## src/rtl/lcd_dma_axi_reader_pkg.sv

```systemverilog
// Shared AXI constants, FSM state type and burst alignment helper for the LCD DMA reader.
package lcd_dma_pkg;

  localparam logic [1:0] AXI_BURST_INCR = 2'b01;
  localparam logic [2:0] AXI_SIZE_4B    = 3'b010;
  localparam logic [1:0] AXI_RESP_OKAY  = 2'b00;

  typedef enum logic [1:0] {
    IDLE = 2'd0,
    ADDR = 2'd1,
    DATA = 2'd2
  } lcd_dma_rd_state_t;

  // Clears the byte-address bits below one full burst so a burst never crosses 4KB.
  function automatic logic [31:0] burst_align_mask(input int unsigned burst_size);
    return ~(32'(burst_size * 4) - 32'd1);
  endfunction

endpackage

```

## src/rtl/lcd_dma_axi_reader.sv

```systemverilog
// LCD DMA burst-read responder: one aligned AXI4 INCR read burst per DMA_START request.
// Optional error status outputs are enabled with LCD_DMA_AXI_READER_ERR_STATUS_EN.
module lcd_dma_axi_reader
  import lcd_dma_pkg::*;
#(
  parameter int unsigned BURST_SIZE = 8,
  parameter logic [3:0]  AXI_CACHE  = 4'b0011
) (
  input  logic        CLK,
  input  logic        RESET,
  input  logic [29:0] DMA_RD_ADDR,
  input  logic        DMA_START,
  output logic        DMA_READY,
  output logic [31:0] DMA_RD_DATA,
  output logic        DMA_RD_DATA_VALID,
  output logic [31:0] M_AXI_ARADDR,
  output logic [7:0]  M_AXI_ARLEN,
  output logic [2:0]  M_AXI_ARSIZE,
  output logic [1:0]  M_AXI_ARBURST,
  output logic [3:0]  M_AXI_ARCACHE,
  output logic [2:0]  M_AXI_ARPROT,
  output logic        M_AXI_ARVALID,
  input  logic        M_AXI_ARREADY,
  input  logic [31:0] M_AXI_RDATA,
  input  logic [1:0]  M_AXI_RRESP,
  input  logic        M_AXI_RLAST,
  input  logic        M_AXI_RVALID,
`ifdef LCD_DMA_AXI_READER_ERR_STATUS_EN
  output logic        ERR_STICKY,
  output logic [15:0] ERR_COUNT,
`endif
  output logic        M_AXI_RREADY
);

  localparam logic [31:0] ALIGN_MASK = burst_align_mask(BURST_SIZE);

  lcd_dma_rd_state_t state;

  assign M_AXI_ARLEN   = 8'(BURST_SIZE - 1);
  assign M_AXI_ARSIZE  = AXI_SIZE_4B;
  assign M_AXI_ARBURST = AXI_BURST_INCR;
  assign M_AXI_ARCACHE = AXI_CACHE;
  assign M_AXI_ARPROT  = 3'b000;

  always_ff @(posedge CLK) begin
    if (RESET) begin
      state             <= IDLE;
      DMA_READY         <= 1'b1;
      DMA_RD_DATA       <= '0;
      DMA_RD_DATA_VALID <= 1'b0;
      M_AXI_ARVALID     <= 1'b0;
      M_AXI_RREADY      <= 1'b0;
      M_AXI_ARADDR      <= '0;
    end else begin
      DMA_RD_DATA_VALID <= 1'b0;
      unique case (state)
        IDLE: begin
          if (DMA_START) begin
            M_AXI_ARADDR  <= {DMA_RD_ADDR, 2'b00} & ALIGN_MASK;
            M_AXI_ARVALID <= 1'b1;
            DMA_READY     <= 1'b0;
            state         <= ADDR;
          end
        end
        ADDR: begin
          if (M_AXI_ARREADY) begin
            M_AXI_ARVALID <= 1'b0;
            M_AXI_RREADY  <= 1'b1;
            state         <= DATA;
          end
        end
        DATA: begin
          // Error responses are forwarded like any other beat; RLAST alone ends the burst.
          if (M_AXI_RVALID && M_AXI_RREADY) begin
            DMA_RD_DATA       <= M_AXI_RDATA;
            DMA_RD_DATA_VALID <= 1'b1;
            if (M_AXI_RLAST) begin
              M_AXI_RREADY <= 1'b0;
              DMA_READY    <= 1'b1;
              state        <= IDLE;
            end
          end
        end
        default: state <= IDLE;
      endcase
    end
  end

`ifdef LCD_DMA_AXI_READER_ERR_STATUS_EN
  localparam int unsigned CNT_W = $clog2(BURST_SIZE) + 1;

  logic [CNT_W-1:0] beat_cnt;
  logic [CNT_W:0]   beat_num;
  logic             beat_fire;
  logic [1:0]       err_inc;
  logic [16:0]      err_sum;

  // beat_num is one bit wider than the stored count so an over-long burst never aliases BURST_SIZE.
  always_comb begin
    beat_fire = 1'b0;
    beat_num  = {1'b0, beat_cnt} + 1'b1;
    err_inc   = '0;
    err_sum   = '0;
    beat_fire = (state == DATA) && M_AXI_RVALID && M_AXI_RREADY;
    if (beat_fire) begin
      err_inc = 2'(M_AXI_RRESP != AXI_RESP_OKAY)
              + 2'(M_AXI_RLAST && (beat_num != (CNT_W + 1)'(BURST_SIZE)));
    end
    err_sum = {1'b0, ERR_COUNT} + 17'(err_inc);
  end

  always_ff @(posedge CLK) begin
    if (RESET) begin
      beat_cnt   <= '0;
      ERR_COUNT  <= '0;
      ERR_STICKY <= 1'b0;
    end else begin
      if (state == ADDR && M_AXI_ARREADY) begin
        beat_cnt <= '0;
      end else if (beat_fire && beat_cnt != '1) begin
        beat_cnt <= beat_cnt + 1'b1;
      end
      if (err_inc != '0) begin
        ERR_COUNT  <= err_sum[16] ? '1 : err_sum[15:0];
        ERR_STICKY <= 1'b1;
      end
    end
  end
`else
  logic unused_rresp;
  assign unused_rresp = ^M_AXI_RRESP;
`endif

endmodule

```

## config.mk

```make
export PLATFORM = sky130hd
export DESIGN_NAME = lcd_dma_axi_reader
export DESIGN_NICKNAME = d
export VERILOG_FILES = /design/src/rtl/lcd_dma_axi_reader_pkg.sv /design/src/rtl/lcd_dma_axi_reader.sv
export SDC_FILE = /design/constraint.sdc
export NUM_CORES = 1
export LEC_CHECK = 0
export BUFFER_PORTS_ARGS = -buffer_cell sky130_fd_sc_hd__buf_2
export CAP_MARGIN = 20
export CORE_AREA = 2 2 78 80
export DETAILED_ROUTE_END_ITERATION = 10
export DIE_AREA = 0 0 80 82
export GPL_ROUTABILITY_DRIVEN = 0
export PLACE_DENSITY = 0.79
export SLEW_MARGIN = 20
export SYNTH_ARGS = -nofsm -noshare
export SYNTH_HDL_FRONTEND = slang
export SYNTH_SLANG_ARGS = --single-unit
```

## constraint.sdc

```tcl
create_clock -name CLK -period 3.3 [get_ports CLK]
set_input_delay 0.495 -clock CLK [delete_from_list [all_inputs] [get_ports CLK]]
set_output_delay 0.495 -clock CLK [all_outputs]
set_load 0.05 [all_outputs]
```

# Word-level counts from Yosys, hierarchy flattened
# Cells that the tools add are included.
totals:
  reg_bits: 65
  inputBits: 70
  output_inout_bits: 88
  word_cells: 43
op_classes:
  n_eq_ne: 6
  n_mux: 17
  n_bitwise: 1
  reduce_logical: 12
op_table:
  columns: ["cell", "n"]
  rows:
  - ["4-bit AND reduction", 3]
  - ["1-bit two-way mux", 9]
  - ["2-bit two-way mux", 4]
  - ["2-bit != test, second input constant", 4]
  - ["1-bit case mux with 2 select lines", 3]
  - ["2-bit case mux with 3 select lines", 1]
  - ["2-bit nonzero test", 3]
  - ["2-bit AND reduction", 2]
  - ["3-bit AND reduction", 1]
  - ["2-bit by 1-bit equality test with 1-bit output, second input constant", 1]
  - ["2-bit equality test, second input constant", 1]
  - ["2-bit zero test", 1]
  - ["2-bit OR reduction", 1]
  - ["1-bit logical AND", 1]
  - ["1-bit NOT", 1]

# Depth between registers and ports, before layout
# Gate-level depths: netlist of the first run.
depth:
  ltp_word: 3
  mapped_depth: 6
  mapped_depth_nobuf: 3

# Worst setup path after synthesis of the first run
# OpenSTA, ideal clock, no wires.
synth_timing:
  path_type: "reg2reg"
  startpoint: "register M_AXI_RREADY"
  endpoint: "register DMA_RD_DATA[19]"
  setup_ns: 0.071
  arrival_time_ns: 1.340
  required_ns: 3.229
  slack_ns: 1.889
  stages_incl_launch_ff: 6
  n_path_buf: 2
  period_less_slack_ns: 1.411
  path_cell_list: "dfxtp_1 -> and4b_1 -> buf_2 -> buf_6 -> nand2_1 -> a21oi_1"
synth_between:
  elab_chain_cells: 2
synth_lines:
  columns: ["element", "line", "text"]
  rows:
  - ["from (decl)", "lcd_dma_axi_reader.sv:32", "output logic M_AXI_RREADY"]
  - ["from (signal assigned)", "lcd_dma_axi_reader.sv:52", "M_AXI_RREADY <= 1'b0;"]
  - ["from (signal assigned)", "lcd_dma_axi_reader.sv:68", "M_AXI_RREADY <= 1'b1;"]
  - ["from (signal assigned)", "lcd_dma_axi_reader.sv:78", "M_AXI_RREADY <= 1'b0;"]
  - ["1-bit logical AND", "lcd_dma_axi_reader.sv:74", "if (M_AXI_RVALID && M_AXI_RREADY) begin"]
  - ["2-bit AND reduction (no source line)", null, null]
  - ["to (signal assigned)", "lcd_dma_axi_reader.sv:49", "DMA_RD_DATA <= '0;"]
  - ["to (signal assigned)", "lcd_dma_axi_reader.sv:75", "DMA_RD_DATA <= M_AXI_RDATA;"]
  - ["to (decl)", "lcd_dma_axi_reader.sv:14", "output logic [31:0] DMA_RD_DATA,"]
# No other way between the ends.
# A chain may end at the register's enable or synchronous reset.

# Final worst setup path of the first run
layout_timing:
  startpoint: "register state[1]"
  endpoint: "register M_AXI_ARADDR[29]"
layout_between:
  elab_chain_cells: 2
layout_lines:
  columns: ["element", "line", "text"]
  rows:
  - ["from (decl)", "lcd_dma_axi_reader.sv:37", "lcd_dma_rd_state_t state;"]
  - ["from (signal assigned)", "lcd_dma_axi_reader.sv:47", "state <= IDLE;"]
  - ["from (signal assigned)", "lcd_dma_axi_reader.sv:62", "state <= ADDR;"]
  - ["from (signal assigned)", "lcd_dma_axi_reader.sv:69", "state <= DATA;"]
  - ["2-bit zero test", "lcd_dma_axi_reader.sv:56", "unique case (state)"]
  - ["2-bit AND reduction (no source line)", null, null]
  - ["to (signal assigned)", "lcd_dma_axi_reader.sv:59", "M_AXI_ARADDR <= {DMA_RD_ADDR, 2'b00} & ALIGN_MASK;"]
  - ["to (decl)", "lcd_dma_axi_reader.sv:16", "output logic [31:0] M_AXI_ARADDR,"]
# No other way between the ends.

==> results of run 1 <==
==> worst min path at each step <==
stage,start,end,depth (start not counted)
after detailed placement,M_AXI_ARADDR[23],M_AXI_ARADDR[23],2
after floorplan,state[1],state[0],2
after CTS,M_AXI_RDATA[12],DMA_RD_DATA[12],3
final,M_AXI_RDATA[14],DMA_RD_DATA[14],3
after global placement,DMA_RD_DATA[12],DMA_RD_DATA[12],2
after global routing,M_AXI_RDATA[4],DMA_RD_DATA[4],3
==> metrics by stage <==
stage / power, mW / util, % / instance area (um2) / hold WS (ns) / std cells
finish: 1.94 / 57.0 / 3270 / 0.395 / 510
global placement: 1.20 / 53.0 / 3040 / 0.438 / 494
global route: 2.02 / 57.0 / 3270 / 0.379 / 510
detailed placement: 1.20 / 53.0 / 3040 / 0.444 / 494
floorplan: 1.15 / - / 2640 / 0.547 / 336
CTS: 1.96 / 56.9 / 3270 / 0.376 / 510
==> registers in the layout (all words and copies together), names as in the netlist <==
name	count
DMA_READY	1
DMA_RD_DATA	32
M_AXI_RREADY	1
state	2
M_AXI_ARVALID	1
M_AXI_ARADDR	27
DMA_RD_DATA_VALID	1
==> cell type report <==
class | instances | area, um2
Clock buffer | 11 | 151
Multi-Input combinational cell | 225 | 997
Sequential cell | 65 | 1300
Clock inverter | 5 | 77.6
Timing Repair Buffer | 129 | 653
Tap cell | 75 | 93.8
Fill cell | 518 | 2470
==> cell families after synthesis <==
family | Yosys count | share of synthesized area, %
flip-flops | 65 | 51.0
buffers and inverters | 46 | 13.3
other | 2 | 0.294
AO/OA/AOI/OAI | 66 | 13.8
AND/OR/NAND/NOR | 134 | 21.6
==> power by group <==
part / internal [mW] / leakage, nW / total (mW) / switching [mW]
registers: 0.820 / 0.529 / 0.844 / 0.0243
logic: 0.0798 / 0.901 / 0.338 / 0.259
clock network: 0.464 / 0.115 / 0.756 / 0.292
==> synth_stat cells <==
cell and count:
a2111oi_0 1, a211o_1 1, a21oi_1 59, a21oi_2 1, and4b_1 1, buf_2 5
buf_4 25, buf_6 9, clkbuf_1 7, conb_1 2, dfxtp_1 65, nand2_1 120
nand2b_1 2, nand3_1 1, nand4b_1 1, nor2_1 3, nor2b_1 2, nor3_1 1
nor3b_1 1, nor3b_4 1, o22ai_1 1, o31a_1 1, o31ai_1 1, o32ai_1 1
or3b_1 1
==> layer usage <==
metal | track usage [%] | up-vias | wire length [um]
li1 | - | 1194 | -
met1 | 18.4 | 1054 | 2410
met2 | 29.6 | 102 | 2720
met3 | 6.37 | 11 | 521
met4 | 8.98 | 0 | 99
met5 | 0 | - | 0
==> worst register-to-register path, cell delays in order (launching register included) <==
cell and delay, ns:
dfxtp_1 0.42, nor3b_4 0.89, nand2_1 0.12, a21oi_1 0.19
==> key figures, run 1 <==
Run status
  • Status: finished clean

Floorplan
  • Initial Utilization: 44.4%
  • Num rows: 28
  • IO Count: 158
  • Full die area: 6560 um2
  • Die width: 80 um
  • Die Span Y: 82 um
  • Core ar.: 5750 um2

Setup path
  • Worst EP required: 3.54 ns
  • Slowest stage cell on the critical path: nor3b_4
  • Reg2reg end: M_AXI_ARADDR[29]
  • Critical Path, Cell by Cell: nor3b_4 > nand2_1 > a21oi_1
  • CP endpoint: M_AXI_ARADDR[29]
  • Critical Path Sink Type: register
  • Critical Path Start: state[1]
  • CP Max Fanout: 27
  • Crit path max-delay family: simple AND/OR/NAND/NOR gates
  • CP Class: reg -> reg
  • WP depth: 3
  • Worst EP arrival: 1.95 ns
  • Reg2reg setup slack: 1.59 ns
  • Worst Reg-to-Reg Cells: 3
  • R2r startpoint: state[1]
  • CP Launch Type: register
  • CP max stage delay: 0.89 ns
  • Buf/Inv on CP: 0

Hold path
  • HP Class: in -> reg

Detailed routing
  • Iteration-0 DRC count of the detailed router: 83
  • Pre-Repair DR Iteration Count: 4
  • Routed WL: 5750 um
  • Remaining DRCs: 0
  • Wirelength per Cell: 11.3 um
  • ANT nets after route: 0
  • Routed vias/inst: 4.63
  • Vias: 2,361

Power and ir drop
  • Pwr/cell area: 592 nW/um2
  • VDD IR max: 457 uV
  • Leakage: 1.55 nW

Layout
  • Most frequent cells in the layout: buf_2 (126), nand2_1 (120), dfxtp_1 (65), a21oi_1 (59), conb_1 (25)
  • ANT cells: 0
  • Most common cell after layout, fill and taps aside: buf_2
  • Layout Nets: 500
  • Synth-to-Final Area Change: 28.3%
  • Ratio of cells with drive above 1 in the final layout: 33.8%

Global routing
  • Vias in the first global route: 2,041
  • Total Routing Usage GR: 17.2%
  • Initial antenna violation count: 0
  • Pin count of the biggest net entering global routing: 69
  • First-pass GRT wire length: 8700 um
  • GRT overflow: 0

Clock tree
  • Reg clk slew, reported paths: 0.07 ns
  • CTS Hold Buffers Added: 0
  • Clock latency on the worst-skew pair: 0.33 ns
  • Clk root buf: clkbuf_8
  • # H-tree levels: 3
  • CTS max path bufs: 2
  • Sink Count: 65
  • Post-CTS Setup Repair Bufs: 0
  • Cts bufs inserted: 9
  • TritonCTS clock tree: yes
  • Post-cts resize count: 0

Synth
  • Sequential share of the synthesized area: 51.0%
  • Cell area after synthesis: 2550 um2
  • Area leader, netlist: dfxtp_1
  • Mean post-synth cell area: 8.15 um2
  • Post-synth top area share: 51.0%
  • Mapped Cells: 313
  • Synthesized flop and latch total: 65
  • Netlist cell types: 25
  • Synth Warn #: 0
  • Top post-synthesis cells by area: dfxtp_1 (51%), nand2_1 (18%), a21oi_1 (12%)

Timing
  • Clk_skew: 0.00629 ns
  • Pins Over Slew Limit: 0
  • Final setup viols: 0
  • Minimum clock period: 1.71 ns
  • TNS Setup: 0 ns
  • RSZ-0062 raised after global routing: no
  • Setup WS post-layout: 1.59 ns
  • Relative slew slack: 31.2%
  • Tightest Pin Transition: 1.03 ns
  • Final hold vios: 0
  • Final period util: 51.7%
  • Highest Clock Rate: 586 MHz

Place
  • I/O Buffers: 127
  • Hpwl dp: 3950 um
  • DP Worst Slack: 1.40 ns

Run
  • Max Cap Viol: 0
Note: power is estimated with default switching activity, not from simulation.
==> run 2, diff against run 1 <==
ABC_AREA = 1   (was unset)
CORE_AREA = 2 2 84 86   (was 2 2 78 80)
DIE_AREA = 0 0 86 88   (was 0 0 80 82)
PLACE_DENSITY = 0.7   (was 0.79)
clock period = 1.4 ns   (was 3.3 ns; I/O delays follow)
==> key figures, run 2 <==
Power and ir drop
  • VDD IR max: 639 uV (+40%)
  • Pwr/cell area: 1340 nW/um2 (+130%)
  • Leakage: 1.63 nW (+5.2%)
  • Clk pwr share: 34.4% (-4.6 points)
  • Seq pwr share: 45.7% (+2.1 points)
  • Sw Pwr: 1.35 mW (+130%)
  • Switching Share: 31.0% (+1.4 points)
  • Combinational fraction of design power: 19.9% (+2.4 points)
  • Total internal power: 3.00 mW (+120%)

Timing
  • RSZ-0062 raised after global routing: no
  • Final setup viols: 0 (unchanged)
  • Final period util: 84.2% (+33 points)
  • Final hold vios: 0 (unchanged)
  • Minimum clock period: 1.18 ns (-0.527 ns)
  • Highest Clock Rate: 848 MHz (+45%)
  • Clk_skew: 0.00613 ns (-0.000162 ns)
  • Pins Over Slew Limit: 0 (unchanged)
  • TNS Setup: 0 ns (unchanged)

Detailed routing
  • Wirelength per Cell: 10.7 um (-4.9%)
  • Remaining DRCs: 0 (unchanged)
  • ANT nets after route: 0 (unchanged)
  • Routed vias/inst: 4.42 (-4.5%)
  • Pre-Repair DR Iteration Count: 4 (unchanged)
  • Iteration-0 DRC count of the detailed router: 51 (-39%)
  • Routed WL: 5580 um (-3.0%)
  • Vias: 2,300 (-2.6%)

Setup path
  • Worst EP required: 1.61 ns (-1.93 ns)
  • CP max stage delay: 0.34 ns (-0.55 ns)
  • Cell mode on critical path: nor2_1
  • Critical Path Sink Type: register
  • Slowest stage cell on the critical path: dfxtp_1
  • CP Launch Type: register
  • Worst EP arrival: 1.39 ns (-0.56 ns)
  • Critical Path, Cell by Cell: nor2_1 > nand2_2 > buf_12 > o21ai_0 > nor2_1
  • Reg2reg setup slack: 0.22 ns (-1.37 ns)
  • CP Class: reg -> reg
  • CP Max Fanout: 24 (-11%)

Synth
  • Synth Warn #: 0 (unchanged)
  • Post-synth EDFFs: 0 (unchanged)
  • Commonest cells post-synth: nor2_1 (121), dfxtp_1 (65), o21ai_0 (39)
  • Mapped Cells: 314 (+0.32%)
  • Count leader, synth: nor2_1
  • Top post-synthesis cells by area: dfxtp_1 (53%), nor2_1 (18%), buf_4 (8.2%)
  • Area leader, netlist: dfxtp_1
  • Mean post-synth cell area: 7.87 um2 (-3.5%)
  • Cell area after synthesis: 2470 um2 (-3.2%)
  • Synthesized flop and latch total: 65 (unchanged)
  • Post-synth top area share: 52.7% (+1.7 points)
  • Prevailing post-synth register cell: dfxtp_1
  • Async set or reset register ratio after synthesis: 0% (unchanged)
  • Netlist cell types: 21 (-16%)
  • Sequential share of the synthesized area: 52.7% (+1.7 points)

Layout
  • FILL cells: 698 (+35%)
  • Ratio of cells with drive above 1 in the final layout: 34.1% (+0.30 points)
  • Largest regs: DMA_RD_DATA x32, M_AXI_ARADDR x27, state x2
  • Fin cells: 520 (+2.0%)
  • Largest Register: DMA_RD_DATA
  • Most frequent cells in the layout: buf_2 (127), nor2_1 (121), dfxtp_1 (65), o21ai_0 (39), conb_1 (25)
  • Largest register FFs: 32 (unchanged)
  • ANT cells: 0 (unchanged)
  • Synth-to-Final Area Change: 31.3%
  • Layout Nets: 507 (+1.4%)
  • Most common cell after layout, fill and taps aside: buf_2

Clock tree
  • Clock latency on the worst-skew pair: 0.33 ns (about the same)
  • Reg clk slew, reported paths: 0.07 ns (about the same)
  • Clk root buf: clkbuf_8
  • TritonCTS clock tree: yes
  • Sink Count: 65 (unchanged)
  • Cts bufs inserted: 9 (unchanged)
  • # H-tree levels: 3 (unchanged)
  • CTS max path bufs: 2 (unchanged)

Global routing
  • Total Routing Usage GR: 14.6% (-2.6 points)
  • Pin count of the biggest net entering global routing: 34 (-51%)
  • Initial antenna violation count: 0 (unchanged)
  • GRT overflow: 0 (unchanged)
  • First-pass GRT wire length: 8740 um (+0.48%)
  • Vias in the first global route: 2,022 (-0.93%)

Floorplan
  • Core ar.: 6640 um2 (+16%)
  • Full die area: 7570 um2 (+15%)
  • Die Span Y: 88 um (+7.3%)
  • Die width: 86 um (+7.5%)
  • Num rows: 30 (+7.1%)
  • Initial Utilization: 37.2% (-7.2 points)
  • IO Count: 158 (unchanged)

Place
  • Dpl cells: 506 (+2.4%)
  • Hpwl dp: 4090 um (+3.5%)
  • I/O Buffers: 127 (unchanged)

Run status
  • Status: finished clean

Hold path
  • HP Class: in -> reg

Run
  • Max Cap Viol: 0 (unchanged)
[run 2: cell types whose count changed after synthesis, moves of 5 or more]
| cell | delta |
|---|---|
| a21oi_1 | -55 |
| buf_6 | -6 |
| inv_1 | +5 |
| nand2_1 | -113 |
| nor2_1 | +118 |
| o21ai_0 | +39 |
| o21ai_1 | +20 |
[run 2: final timing paths]
| kind | from | endpoint | cells after the start |
|---|---|---|---|
| hold / removal | RESET | M_AXI_ARVALID | 2 |
| hold reg to reg | M_AXI_ARVALID | M_AXI_ARVALID | 2 |
| setup reg to reg | state[1] | M_AXI_ARADDR[8] | 5 |
| setup / recovery | state[1] | M_AXI_ARADDR[8] | 5 |
[run 2: kinds of logic (layout without fill, tap and decap cells)]
kind of cell,Yosys count,count (layout),synth area share [%]
buffers and inverters,50,153,13.1
DFF,65,65,52.7
and+or+nand+nor,132,132,20.6
other,2,25,0.304
AOI/OAI and AO/OA,65,65,13.4
[run 2: layout make-up]
class / instances / area [um2] / area share [%]
tap: 80 / 100 / 3.09
timing repair buffer: 131 / 691 / 21.3
inverter: 8 / 35.0 / 1.08
multi-input combinational: 222 / 933 / 28.8
clock inverter: 3 / 42.5 / 1.31
sequential: 65 / 1300 / 40.1
clock buffer: 11 / 141 / 4.36
[run 2: repair_timing]
action                                  4_1_cts  5_1_grt
resized for setup                             0        1
endpoints found under the hold margin         0        0
setup buffers                                 0        0
hold buffers                                  0        0
endpoints found under the setup margin        0       29
[run 2: worst max-delay path: cells and delay by family (launching register included)]
family / cells / cell delay, ns
buf+inv: 1 / 0.20
simple gates: 3 / 0.36
flops: 1 / 0.34
compound gates: 1 / 0.17
[run 2: power groups by stage]
stage | clock network (mW) | registers [mW] | logic, mW
floorplan | 0 | 2.33 | 0.404
global placement | 0 | 2.02 | 0.858
detailed placement | 0 | 2.03 | 0.866
CTS | 1.54 | 1.99 | 0.868
global route | 1.63 | 1.99 | 0.929
finish | 1.50 | 1.98 | 0.864
[run 2: stage by stage]
stage	power (mW)	util, %	hold slack, ns	area, um2	setup WS, ns
2_1_floorplan	2.73	-	0.279	2560	0.0613
3_3_place_gp	2.88	46.0	0.445	3060	0.102
3_5_place_dp	2.89	46.0	0.455	3060	0.0960
4_1_cts	4.40	48.8	0.100	3240	0.0806
5_1_grt	4.55	48.8	0.122	3240	0.0772
6_report	4.34	48.8	0.116	3240	0.221
[run 2: per-layer routing]
metal / routed length, um / GRT usage [%] / up-vias
met4: 108 / 7.22 / 0
li1: - / - / 1183
met1: 2330 / 15.7 / 1003
met3: 484 / 4.43 / 13
met5: 0 / 0 / -
met2: 2660 / 26.1 / 101
